File: config.mk
export PLATFORM = sky130hd
export DESIGN_NAME = ram_write_buffer
export DESIGN_NICKNAME = d
export VERILOG_FILES = /design/src/rtl/ram_write_buffer.sv
export SDC_FILE = /design/constraint.sdc
export NUM_CORES = 1
export LEC_CHECK = 0
export ABC_AREA = 1
export CORE_ASPECT_RATIO = 0.7
export CORE_MARGIN = 5
export CORE_UTILIZATION = 46
export CTS_BUF_LIST = sky130_fd_sc_hd__clkbuf_4
export DETAILED_ROUTE_END_ITERATION = 12
export GPL_TIMING_DRIVEN = 1
export PLACE_DENSITY = 0.73
export SLEW_MARGIN = 20
export SYNTH_ARGS = -nofsm -noshare
export SYNTH_HDL_FRONTEND = slang
export SYNTH_SLANG_ARGS = --single-unit
export TNS_END_PERCENT = 100
File: constraint.sdc
create_clock -name clk -period 3.19 [get_ports clk]
set_clock_uncertainty 0.05 [all_clocks]
set_input_delay 0.7975 -clock clk [delete_from_list [all_inputs] [get_ports clk]]
set_output_delay 0.7975 -clock clk [all_outputs]
set_load 0.02 [all_outputs]
File: src/rtl/ram_write_buffer.sv
`default_nettype none
// ============================================================================
// Module      : ram_write_buffer
// Description : Posted-write FIFO between the data cache's RAM-side port and
//               port a of the dual-port data RAM. Writes are absorbed in one
//               cycle and drained to RAM in cycles the cache is not reading.
//               Pending entries forward read data, so the cache always sees
//               coherent data.
//
// Ports       : clk        - CPU clock (also clocks RAM port a)
//               reset      - synchronous, active-high reset
//               up_addr    - request address from the cache
//               up_wdata   - write data from the cache
//               up_write   - write request
//               up_read    - read request (a simultaneous write wins)
//               up_rdata   - read response, valid the cycle after acceptance,
//                            otherwise holds the last response
//               up_stall   - request not accepted this cycle, hold it
//               ram_addr   - RAM port a address
//               ram_wdata  - RAM port a write data
//               ram_wren   - RAM port a write enable
//               ram_q      - RAM port a registered read data (1-cycle latency)
//               wb_empty   - no pending writes
//               wb_count   - number of occupied entries
//
// Options     : WB_COALESCE_EN - when defined, a write hitting a pending entry
//               (other than the head being drained) updates it in place.
//
// Revision    : 1.0 - initial release
// ============================================================================
module ram_write_buffer #(
    parameter int DATA_WIDTH = 16,
    parameter int ADDR_WIDTH = 10,
    parameter int DEPTH      = 4
) (
    input  logic                       clk,
    input  logic                       reset,
    input  logic [ADDR_WIDTH-1:0]      up_addr,
    input  logic [DATA_WIDTH-1:0]      up_wdata,
    input  logic                       up_write,
    input  logic                       up_read,
    output logic [DATA_WIDTH-1:0]      up_rdata,
    output logic                       up_stall,
    output logic [ADDR_WIDTH-1:0]      ram_addr,
    output logic [DATA_WIDTH-1:0]      ram_wdata,
    output logic                       ram_wren,
    input  logic [DATA_WIDTH-1:0]      ram_q,
    output logic                       wb_empty,
    output logic [$clog2(DEPTH):0]     wb_count
);

    localparam int c_PTR_W = $clog2(DEPTH);
    localparam int c_CNT_W = c_PTR_W + 1;

`ifdef WB_COALESCE_EN
    localparam bit c_COALESCE = 1'b1;
`else
    localparam bit c_COALESCE = 1'b0;
`endif

    // Registered state
    logic [ADDR_WIDTH-1:0] r_addr_q [DEPTH];
    logic [DATA_WIDTH-1:0] r_data_q [DEPTH];
    logic [c_PTR_W-1:0]    r_head_q, r_tail_q;
    logic [c_CNT_W-1:0]    r_count_q;
    logic                  r_rd_pend_q, r_rd_hit_q;
    logic [DATA_WIDTH-1:0] r_fwd_q, r_hold_q;

    // Next-state values
    logic [ADDR_WIDTH-1:0] w_addr_d [DEPTH];
    logic [DATA_WIDTH-1:0] w_data_d [DEPTH];
    logic [c_PTR_W-1:0]    w_head_d, w_tail_d;
    logic [c_CNT_W-1:0]    w_count_d;
    logic                  w_rd_pend_d, w_rd_hit_d;
    logic [DATA_WIDTH-1:0] w_fwd_d, w_hold_d;

    // Lookup / control
    logic                  w_hit;
    logic [c_PTR_W-1:0]    w_match_idx;
    logic [c_PTR_W-1:0]    w_idx;
    logic [DATA_WIDTH-1:0] w_fwd;
    logic                  w_full, w_rd, w_rd_acc, w_coal, w_push, w_pop;

    // Associative lookup, scanned oldest to youngest so the last match (the
    // youngest) wins. Uses registered contents only, i.e. before this
    // cycle's pop, so forwarding from the entry being drained is valid.
    always_comb begin
        w_hit       = 1'b0;
        w_match_idx = '0;
        w_fwd       = '0;
        w_idx       = '0;
        for (int k = 0; k < DEPTH; k++) begin
            w_idx = r_head_q + c_PTR_W'(k);
            if ((c_CNT_W'(k) < r_count_q) && (r_addr_q[w_idx] == up_addr)) begin
                w_hit       = 1'b1;
                w_match_idx = w_idx;
                w_fwd       = r_data_q[w_idx];
            end
        end
    end

    always_comb begin
        w_full   = (r_count_q == c_CNT_W'(DEPTH));
        w_rd     = up_read && !up_write;
        // A write cycle never carries a read, so a non-empty FIFO always
        // drains its head then; coalescing into the head is therefore never
        // allowed and a fresh entry is allocated instead.
        w_coal   = c_COALESCE && up_write && w_hit && (w_match_idx != r_head_q);
        up_stall = !reset && w_full && (up_write ? !w_coal : up_read);
        w_rd_acc = w_rd && !w_full && !reset;
        w_push   = up_write && !w_coal && !w_full && !reset;
        // Only a read miss needs the RAM port; any other cycle drains.
        w_pop    = (r_count_q != '0) && !(w_rd_acc && !w_hit) && !reset;
    end

    assign ram_addr  = (w_rd_acc && !w_hit) ? up_addr : r_addr_q[r_head_q];
    assign ram_wdata = r_data_q[r_head_q];
    assign ram_wren  = w_pop;
    assign up_rdata  = r_rd_pend_q ? (r_rd_hit_q ? r_fwd_q : ram_q) : r_hold_q;
    assign wb_empty  = (r_count_q == '0);
    assign wb_count  = r_count_q;

    always_comb begin
        w_addr_d    = r_addr_q;
        w_data_d    = r_data_q;
        w_head_d    = r_head_q;
        w_tail_d    = r_tail_q;
        w_count_d   = r_count_q;
        w_rd_pend_d = w_rd_acc;
        w_rd_hit_d  = w_hit;
        w_fwd_d     = w_fwd;
        w_hold_d    = up_rdata;

        if (w_coal && !reset) begin
            w_data_d[w_match_idx] = up_wdata;
        end
        if (w_push) begin
            w_addr_d[r_tail_q] = up_addr;
            w_data_d[r_tail_q] = up_wdata;
            w_tail_d           = r_tail_q + c_PTR_W'(1);
        end
        if (w_pop) begin
            w_head_d = r_head_q + c_PTR_W'(1);
        end
        case ({w_push, w_pop})
            2'b10:   w_count_d = r_count_q + c_CNT_W'(1);
            2'b01:   w_count_d = r_count_q - c_CNT_W'(1);
            default: w_count_d = r_count_q;
        endcase
    end

    always_ff @(posedge clk) begin
        if (reset) begin
            r_head_q    <= '0;
            r_tail_q    <= '0;
            r_count_q   <= '0;
            r_rd_pend_q <= 1'b0;
            r_rd_hit_q  <= 1'b0;
            r_fwd_q     <= '0;
            r_hold_q    <= '0;
        end else begin
            r_head_q    <= w_head_d;
            r_tail_q    <= w_tail_d;
            r_count_q   <= w_count_d;
            r_rd_pend_q <= w_rd_pend_d;
            r_rd_hit_q  <= w_rd_hit_d;
            r_fwd_q     <= w_fwd_d;
            r_hold_q    <= w_hold_d;
        end
    end

    // Entry storage carries no reset; contents are qualified by the count.
    always_ff @(posedge clk) begin
        r_addr_q <= w_addr_d;
        r_data_q <= w_data_d;
    end

endmodule
`default_nettype wire
== Word-level counts from Yosys, hierarchy flattened ==
Index checks and enable logic that the tools add are counted.

* $add $sub $neg: 6
* Eq/ne operators: 7
* Reduce and logical (&&, ||, !) cells: 23
* Bitwise gates (word level): 5
* $lt $le $gt $ge: 10
* Muxes and demuxes: 43

{| class="wikitable"
|+ Operators with widths
! operator !! count
|-
| two-way mux 16 bit || 15
|-
| binary-select mux 16 bit (select 2 bit) || 4
|-
| two-way mux 10 bit || 10
|-
| binary-select mux 10 bit (select 2 bit) || 4
|-
| bitwise mux 64 bit || 1
|-
| bitwise mux 40 bit || 1
|-
| == test 10 bit || 4
|-
| demux 16 bit (select 2 bit) || 1
|-
| demux 10 bit (select 2 bit) || 1
|-
| greater-or-equal comparator 3 bit (second input constant) || 5
|-
| logical AND 1 bit || 15
|-
| inverter 2 -> 3 bit || 5
|-
| less-than comparator 1 x 3 -> 1 bit (first input constant) || 2
|-
| less-than comparator 2 x 3 -> 1 bit (first input constant) || 2
|-
| one-hot mux 3 bit (2 select lines) || 1
|-
| logical NOT 1 bit || 5
|-
| two-way mux 1 bit || 5
|-
| adder 2 x 1 -> 2 bit (second input constant) || 2
|-
| adder 2 bit (second input constant) || 2
|-
| adder 3 x 1 -> 3 bit (second input constant) || 1
|-
| == test 3 bit (second input constant) || 1
|-
| logical NOT 3 bit || 1
|-
| less-than comparator 3 x 1 -> 1 bit (second input constant) || 1
|-
| nonzero test 3 bit || 1
|-
| other kinds (4) || 4
|}

* Output and inout bits: 48
* Input port bits: 46
* Logic and storage cells: 109
* Register bits: 145

== Logic depth before layout (Yosys ltp) ==
Gate-level depths: netlist (run 1).

* Depth in word-level cells: 17
* Gate-level depth with buffers: 23
* Depth with buffers taken out: 21

== Worst setup path after synthesis (run 1) ==
No wires, ideal clock.

* Path kind: input -> output
* Start point: input port up_addr[9]
* End point: output port ram_addr[0]
* Path slack: 0.137 ns
* Buffers on the path: 1
* Stages: 12
* Arrival time: 2.206 ns
* Cells stage by stage: inv_1 -> nand3_1 -> nand2_1 -> clkinv_1 -> nand2_1 -> nor2_1 -> nand2_1 -> nor2_4 -> nor2_1 -> nand3_2 -> buf_2 -> o21ai_0

* Cells in the longest elaborated chain, start to end: 9

{| class="wikitable"
|+ RTL lines
! item !! line !! source
|-
| from (decl) || 38 || <nowiki>input logic [ADDR_WIDTH-1:0] up_addr,</nowiki>
|-
| == test 10 bit || 94 || <nowiki>if ((c_CNT_W'(k) < r_count_q) && (r_addr_q[w_idx] == up_addr)) begin</nowiki>
|-
| logical AND 1 bit || 94 ||
|-
| two-way mux 1 bit (3 in series) || 94 ||
|-
| two-way mux 1 bit (*) || 94 ||
|-
| logical NOT 1 bit (*) || 116 || <nowiki>assign ram_addr = (w_rd_acc && !w_hit) ? up_addr : r_addr_q[r_head_q];</nowiki>
|-
| logical AND 1 bit (*) || 116 ||
|-
| two-way mux 10 bit (*) || 116 ||
|-
| to (decl) || 44 || <nowiki>output logic [ADDR_WIDTH-1:0] ram_addr,</nowiki>
|}

Every way passes the cells marked *; elsewhere a longest branch is shown, timed or not.

== Worst setup path in the final report (run 1) ==
* Start point: register r_head_q[0]
* End point: output port ram_addr[7]

* Cells in the longest elaborated chain, start to end: 13

{| class="wikitable"
|+ RTL lines
! item !! line !! source
|-
| from (decl) || 64 || <nowiki>logic [c_PTR_W-1:0] r_head_q, r_tail_q;</nowiki>
|-
| from (signal assigned) || 162 || <nowiki>r_head_q <= w_head_d;</nowiki>
|-
| adder 2 x 1 -> 2 bit / inverter 2 -> 3 bit (equally long branches) || 93, 94, 116 ||
|-
| inverter 2 -> 3 bit (implied by the code) / binary-select mux 10 bit (select 2 bit) (equally long branches) || 94, 116 ||
|-
| binary-select mux 10 bit (select 2 bit) / two-way mux 10 bit (equally long branches) || 94, 116 ||
|-
| two-way mux 10 bit (on tied branches) || 94, 116 ||
|-
| two-way mux 10 bit (implied by the code) / == test 10 bit (equally long branches) || 94 ||
|-
| == test 10 bit / logical AND 1 bit (equally long branches) || 94 ||
|-
| logical AND 1 bit / two-way mux 1 bit (equally long branches) || 94 ||
|-
| two-way mux 1 bit (3 in series) || 94 ||
|-
| logical NOT 1 bit || 116 ||
|-
| logical AND 1 bit || 116 ||
|-
| two-way mux 10 bit (*) || 116 ||
|}

Every way passes the cells marked *; elsewhere a longest branch is shown, timed or not. The select of a mux whose other input is x is not followed.

==> reports/qor.txt, run 1 <==
run status - finished, violations left
failing checks - setup timing
Seq/Total Area, Yosys - 45.0%
Core Area - 0.0188 mm2
vias in the first global route - 7644
RR Endpoint - wb_count[2]
Layout Utilization - 63.0%
Final period util - 118%
element type at the critical path start - register
pwr dens - 575 mW/mm2
port bufs - 93
RSZ-0062 raised after global routing - yes
wire per inst - 16.7 um
share of the synthesized area in the top cell type - 35.6%
largest fanout on the critical path - 6
Worst Min Path Start - r_hold_q[6]
relative max-transition margin - 68.6%
Reg clk slew, reported paths - 0.13 ns
DR top layer - met4
Skew-Pair Late Insertion Delay - 0.56 ns
static leakage - 5.45 nW
Fin Hold WS - 0.500 ns
Die H - 125 um
Vias - 8890
Sink Count - 145
leading area contributor after synthesis - edfxtp_1
min Tclk post-route - 3.77 ns
final setup violation count - 11
WL met3 - 2670 um
CTS tree - built
HP Class - reg -> reg
post-DP HPWL - 17700 um
flop and latch count out of synthesis - 145
post-synth cell types - 29
clock tree buffer depth - 2
Peak VDD IR - 0.000388 V
Final Wtd Congestion - 1.03
YS warnings - 0
H-tree Lvls - 4
Initial Util - 46.6%
via/cell ratio - 5.38
Rows - 42
root buffer cell - clkbuf_4
First-pass DRT Iterations - 7
CP arrival - 2.92 ns
Max Transition Viols Final - 0
Critical Path End Type - output pin
gr usage total - 22.7%
fraction of layout cells with a size suffix above 1 - 22.9%
grt total ovfl - 0
fin worst setup slack - -0.581 ns
drt drc - 0
FF-to-FF Start - r_head_q[0]
die area - 0.0220 mm2
syn_area_per_cell - 7.26 um2
Synthesized Nets - 1262
DIE WIDTH - 175 um
largest net degree at the start of global routing - 55
IO Pins - 94
initial antenna violation count - 1
first-pass GRT wire length - 40100 um
antenna viol nets, final - 0
Pwr Total - 6.81 mW
Data required, critical path - 2.34 ns
Post-Syn Instances - 1207
main area contributors after synthesis - edfxtp_1, nand2_1, dfxtp_1
FMAX - 0.265 GHz
Hold Path End - r_hold_q[6]
total CTS buffers - 17
DR iter-0 viols - 813
measured slew at the worst slew-check pin - 0.466 ns
Area Growth Syn to Fin - 35.3%
cell area after synthesis - 0.00876 mm2
net count reported at finish - 1450
TNS Setup - -5.96 ns
R2R cell count - 22
Crit Path Category - reg -> out
FF-to-FF setup slack - 0.09 ns
WL met2 - 12200 um
hold buffers post-CTS - 0
routed length on met1 - 12100 um
routed wire length - 27500 um
Max-cap violations - 0
hold path depth - 4
Hold Violations, Final - 0
per-stage QoR:
step / instance area, um2 / setup slack [ns] / instances
global placement: 10600 / -0.825 / 1590
detailed placement: 10600 / -0.880 / 1590
global route: 11900 / -0.686 / 1651
CTS: 11100 / -0.402 / 1630
floorplan: 8760 / 0.137 / 1207
finish: 11900 / -0.581 / 1651
where the power goes:
part	switching [mW]	internal, mW
Clock	0.756	0.489
Combinational	2.00	1.42
Sequential	0.0540	2.10
sequential cells by signal, indices dropped and copies added (netlist names):
name         flops
r_data_q        64
r_addr_q        40
r_fwd_q         16
r_hold_q        16
wb_count         3
r_head_q         2
r_tail_q         2
r_rd_hit_q       1
r_rd_pend_q      1
worst max-delay path by stage:
| stage | startpoint | end | slack, ns | cells past startpoint |
|---|---|---|---|---|
| 3_5_place_dp | up_addr[3] | ram_addr[3] | -0.88 | 13 |
| 4_1_cts | r_head_q[0] | ram_addr[3] | -0.40 | 16 |
| 6_report | r_head_q[0] | ram_addr[7] | -0.58 | 17 |
| 3_3_place_gp | up_addr[3] | ram_addr[7] | -0.82 | 13 |
| 2_1_floorplan | up_addr[9] | ram_addr[0] | 0.14 | 12 |
| 5_1_grt | r_head_q[0] | ram_addr[8] | -0.69 | 17 |
Yosys cell counts:
| cell | number |
|---|---|
| a211oi_1 | 1 |
| a21oi_1 | 22 |
| buf_1 | 6 |
| buf_2 | 15 |
| buf_4 | 11 |
| buf_6 | 3 |
| clkbuf_1 | 27 |
| clkinv_1 | 1 |
| dfxtp_1 | 41 |
| edfxtp_1 | 104 |
| ha_1 | 9 |
| inv_1 | 126 |
| inv_2 | 2 |
| inv_4 | 2 |
| mux2i_1 | 26 |
| nand2_1 | 458 |
| nand2_2 | 1 |
| nand3_1 | 95 |
| nand3_2 | 1 |
| nand3b_1 | 1 |
| nand4_1 | 3 |
| nor2_1 | 61 |
| nor2_4 | 3 |
| nor3_1 | 2 |
| o211ai_1 | 8 |
| o21a_1 | 16 |
| o21ai_0 | 157 |
| o21ai_1 | 1 |
| xor2_1 | 4 |
cell type report:
class | count | area, um2
fillers | 1524 | 6960
multi-input cells | 869 | 4490
flip-flops and latches | 145 | 3950
repair buffers | 231 | 2300
inverters | 131 | 505
well taps | 242 | 303
clock inverters | 15 | 175
clock buffers | 17 | 128
diodes | 1 | 2.50
cell usage in the layout, fill, tap and decap left out, types with 3 or more instances in the layout:
| cell type | instances |
|---|---|
| inv_2 | 4 |
| nor2_2 | 22 |
| inv_8 | 3 |
| clkbuf_16 | 7 |
| nand3_2 | 24 |
| a21oi_2 | 6 |
| nand4_1 | 3 |
| clkinv_4 | 4 |
| nand2_4 | 7 |
| ha_1 | 9 |
| dlymetal6s2s_1 | 11 |
| dfxtp_1 | 39 |
| clkinvlp_4 | 4 |
| o21ai_2 | 3 |
| buf_4 | 110 |
| clkbuf_2 | 7 |
| buf_8 | 4 |
| buf_12 | 11 |
| buf_6 | 15 |
| xor2_1 | 4 |
| nand3_1 | 71 |
| inv_1 | 123 |
| nor2_4 | 6 |
| nor2_1 | 36 |
| a21oi_1 | 15 |
| clkdlybuf4s50_1 | 53 |
| nand2_2 | 49 |
| o21a_1 | 16 |
| nand2_1 | 401 |
| mux2i_1 | 25 |
| edfxtp_1 | 104 |
| dlygate4sd2_1 | 7 |
| o21ai_0 | 139 |
| clkbuf_4 | 18 |
| o211ai_1 | 8 |
| inv_6 | 4 |
| o21ai_1 | 14 |
kinds of logic (layout without fill, tap and decap cells):
| family | Yosys count | count (layout) | share of synthesized area (%) |
|---|---|---|---|
| AND/OR/NAND/NOR | 625 | 625 | 28.6 |
| AO/OA/AOI/OAI | 205 | 205 | 12.4 |
| buffers and inverters | 193 | 394 | 9.27 |
| flip-flops | 145 | 145 | 45.0 |
| multiplexers | 26 | 26 | 2.97 |
| adder cells (fa/ha/maj) | 9 | 9 | 1.29 |
| XOR/XNOR | 4 | 4 | 0.400 |
| other | 0 | 1 | 0 |
worst max-delay path, cell delays in order (launching register included):
cell and delay, ns:
dfxtp_4 0.43, buf_8 0.17, nand2_4 0.09, nand2_8 0.09
buf_8 0.16, nand2_2 0.07, nand2_1 0.05, nand2_1 0.09
nand2_1 0.12, nor2_2 0.13, nand3_2 0.11, nor2_4 0.16
nor2_4 0.05, nand3_4 0.14, clkbuf_16 0.18, nor2_1 0.04
a21oi_1 0.11, buf_4 0.16
layer usage:
layer | vias up | track usage (%)
met5 | - | 0
met4 | 0 | 6.28
met3 | 57 | 4.16
met2 | 473 | 34.6
met1 | 4057 | 33.4
li1 | 4303 | -
timing repair:
item                                   in CTS  in global routing
gates cloned                                2                  8
setup endpoints to repair                  28                 41
pin swaps                                   1                 24
setup buffers                               7                 14
resized for setup                         120                182
endpoints found under the hold margin       0                  0
(Power assumes the default switching activity.)
==> inputs of run 2 (changes only) <==
--- a/config.mk
+++ b/config.mk
@@ -6,6 +6,7 @@
 export NUM_CORES = 1
 export LEC_CHECK = 0
 export ABC_AREA = 1
+export CAP_MARGIN = 30
 export CORE_ASPECT_RATIO = 0.7
 export CORE_MARGIN = 5
 export CORE_UTILIZATION = 46
==> results of run 2 <==
No change in the layout: final DEF, timing and power equal those of run 1.
==> inputs of run 3 (changes only) <==
--- a/config.mk
+++ b/config.mk
@@ -6,9 +6,8 @@
 export NUM_CORES = 1
 export LEC_CHECK = 0
 export ABC_AREA = 1
-export CAP_MARGIN = 30
 export CORE_ASPECT_RATIO = 0.7
-export CORE_MARGIN = 5
+export CORE_MARGIN = 1
 export CORE_UTILIZATION = 46
 export CTS_BUF_LIST = sky130_fd_sc_hd__clkbuf_4
 export DETAILED_ROUTE_END_ITERATION = 12
==> reports/qor.txt, run 3 (same netlist as run 1, synthesis figures left out) <==
Hold Path End - r_hold_q[8]
area of the multi-input gates - 0.00445 mm2
wire per inst - 15.9 um
DR iter-0 viols - 915
Crit Path Category - reg -> out
# placed instances - 1577
largest fanout on the critical path - 5
fraction of layout cells with a size suffix above 1 - 20.2%
Rows - 41
Hold Violations, Final - 0
CTS tree - built
relative max-transition margin - 64.0%
Core Area - 0.0183 mm2
FF-to-FF Start - r_head_q[0]
HP Class - reg -> reg
Critical Path End Type - output pin
drt drc - 0
hold path depth - 4
clock tree buffer depth - 2
min Tclk post-route - 3.75 ns
Sink Count - 145
first-pass GRT wire length - 39500 um
port bufs - 93
critical path's slowest cell - dfxtp_4
DIE WIDTH - 167 um
gr usage total - 26.0%
element type at the critical path start - register
largest reg by FF count - r_data_q
measured slew at the worst slew-check pin - 0.540 ns
grt total ovfl - 0
pwr dens - 571 mW/mm2
Final period util - 118%
Largest regs - r_data_q (64), r_addr_q (40)
First-pass DRT Iterations - 6
net count reported at finish - 1440
largest net degree at the start of global routing - 65
H-tree Lvls - 4
Skew-Pair Late Insertion Delay - 0.57 ns
RR Endpoint - wb_count[1]
post-DP HPWL - 17100 um
FMAX - 0.266 GHz
CP arrival - 2.91 ns
root buffer cell - clkbuf_4
CP bufs+invs - 6
max reg flops - 64
max incr delay on CP - 0.41 ns
antenna viol nets, final - 0
Worst Min Path Start - r_hold_q[8]
FILL cells - 1492
IO Pins - 94
cell repeated most along the worst path - buf_12
Max Transition Viols Final - 0
Area Growth Syn to Fin - 34.1%
WP depth - 17
hold buffers post-CTS - 0
Data required, critical path - 2.34 ns
FF-to-FF setup slack - 0.08 ns
initial antenna violation count - 1
Pwr Total - 6.70 mW
run status - finished, violations left
R2R cell count - 23
final setup violation count - 11
static leakage - 5.40 nW
Vias - 8640
Finished Layout Cells - 1635
routed wire length - 25900 um
failing checks - setup timing
commonest non-fill, non-tap cells in the layout - nand2_1, o21ai_0, inv_1
worst path cell trace - buf_12 -> buf_12 -> buf_8 -> nand2_4 -> nand3_2 -> nand2_2 -> nand2_2 -> o21ai_2 -> nor2_1 -> nand2_1 -> nor2_4 -> nor2_4 -> nand3_4 -> buf_12 -> buf_16 -> a21oi_4 -> buf_6
Final Wtd Congestion - 0.986
Reg clk slew, reported paths - 0.13 ns
Max-cap violations - 0
die area - 0.0196 mm2
most common cell after layout, fill and taps aside - nand2_1
Register Area - 0.00395 mm2
Layout Utilization - 64.1%
Initial Util - 47.8%
RSZ-0062 raised after global routing - yes
crit-path leading delay family - buffers and inverters
total CTS buffers - 17
via/cell ratio - 5.28
Die H - 117 um
Peak VDD IR - 0.000300 V
fin worst setup slack - -0.563 ns
vias in the first global route - 7526
==> run 3: metal layers <==
layer,vias up,part of all wire (%),track usage [%]
met5,-,0,0
met4,0,1.9,7.58
met3,53,9.3,7.09
met2,406,43,38.3
met1,3896,46,37.1
li1,4285,-,-
==> run 3: area by class of cell <==
cell class              count  share of cell area [%]
diodes                      1                  0.0213
clock buffers              17                    1.09
clock inverters            15                    1.53
inverters                 131                    4.30
multi-input cells         869                    37.9
flip-flops and latches    145                    33.6
well taps                 236                    2.51
repair buffers            221                    19.0
==> run 3: through the flow <==
step / worst slack (ns) / instance area, um2 / hold WS [ns] / TNS, ns
after detailed placement: -1.02 / 10600 / 0.480 / -11.96
after CTS: -0.518 / 11400 / 0.503 / -5.47
final: -0.563 / 11700 / 0.500 / -5.82
after global routing: -0.640 / 11700 / 0.522 / -6.78
after global placement: -0.936 / 10600 / 0.481 / -11.25
after floorplan: 0.137 / 8760 / 0.451 / 0
==> run 3: worst max-delay path by stage <==
stage                      startpoint           to  slack, ns
after floorplan            up_addr[9]  ram_addr[0]       0.14
after global placement     up_addr[3]  ram_addr[7]      -0.94
after detailed placement   up_addr[3]  ram_addr[3]      -1.02
after CTS                 r_head_q[0]  ram_addr[9]      -0.52
after global routing      r_head_q[0]  ram_addr[1]      -0.64
final                     r_head_q[0]  ram_addr[3]      -0.56
==> run 3: power by group <==
part | internal, mW | switching, mW | leakage, nW
logic | 1.34 | 1.94 | 3.97
registers | 2.10 | 0.0493 | 1.28
clock network | 0.552 | 0.724 | 0.152
==> run 3: what timing repair did <==
item,4_1_cts,5_1_grt
buffers inserted,14,6
gates cloned,7,1
setup endpoints to repair,40,35
pin swaps,13,35
gates resized for setup,183,92
==> run 3: worst register-to-register path, stage by stage, from the launching register on <==
cell	delay [ns]
dfxtp_4	0.41
buf_12	0.15
buf_12	0.14
buf_8	0.13
nand2_4	0.06
nand3_2	0.08
nand2_2	0.13
nand2_2	0.07
o21ai_2	0.10
nor2_1	0.07
nand2_1	0.14
nor2_4	0.06
nor2_4	0.11
nand3_4	0.13
buf_8	0.17
nand2_4	0.07
inv_4	0.04
buf_4	0.12
buf_4	0.14
ha_1	0.31
buf_4	0.15
a21oi_1	0.12
o21ai_0	0.09
inv_1	0.05
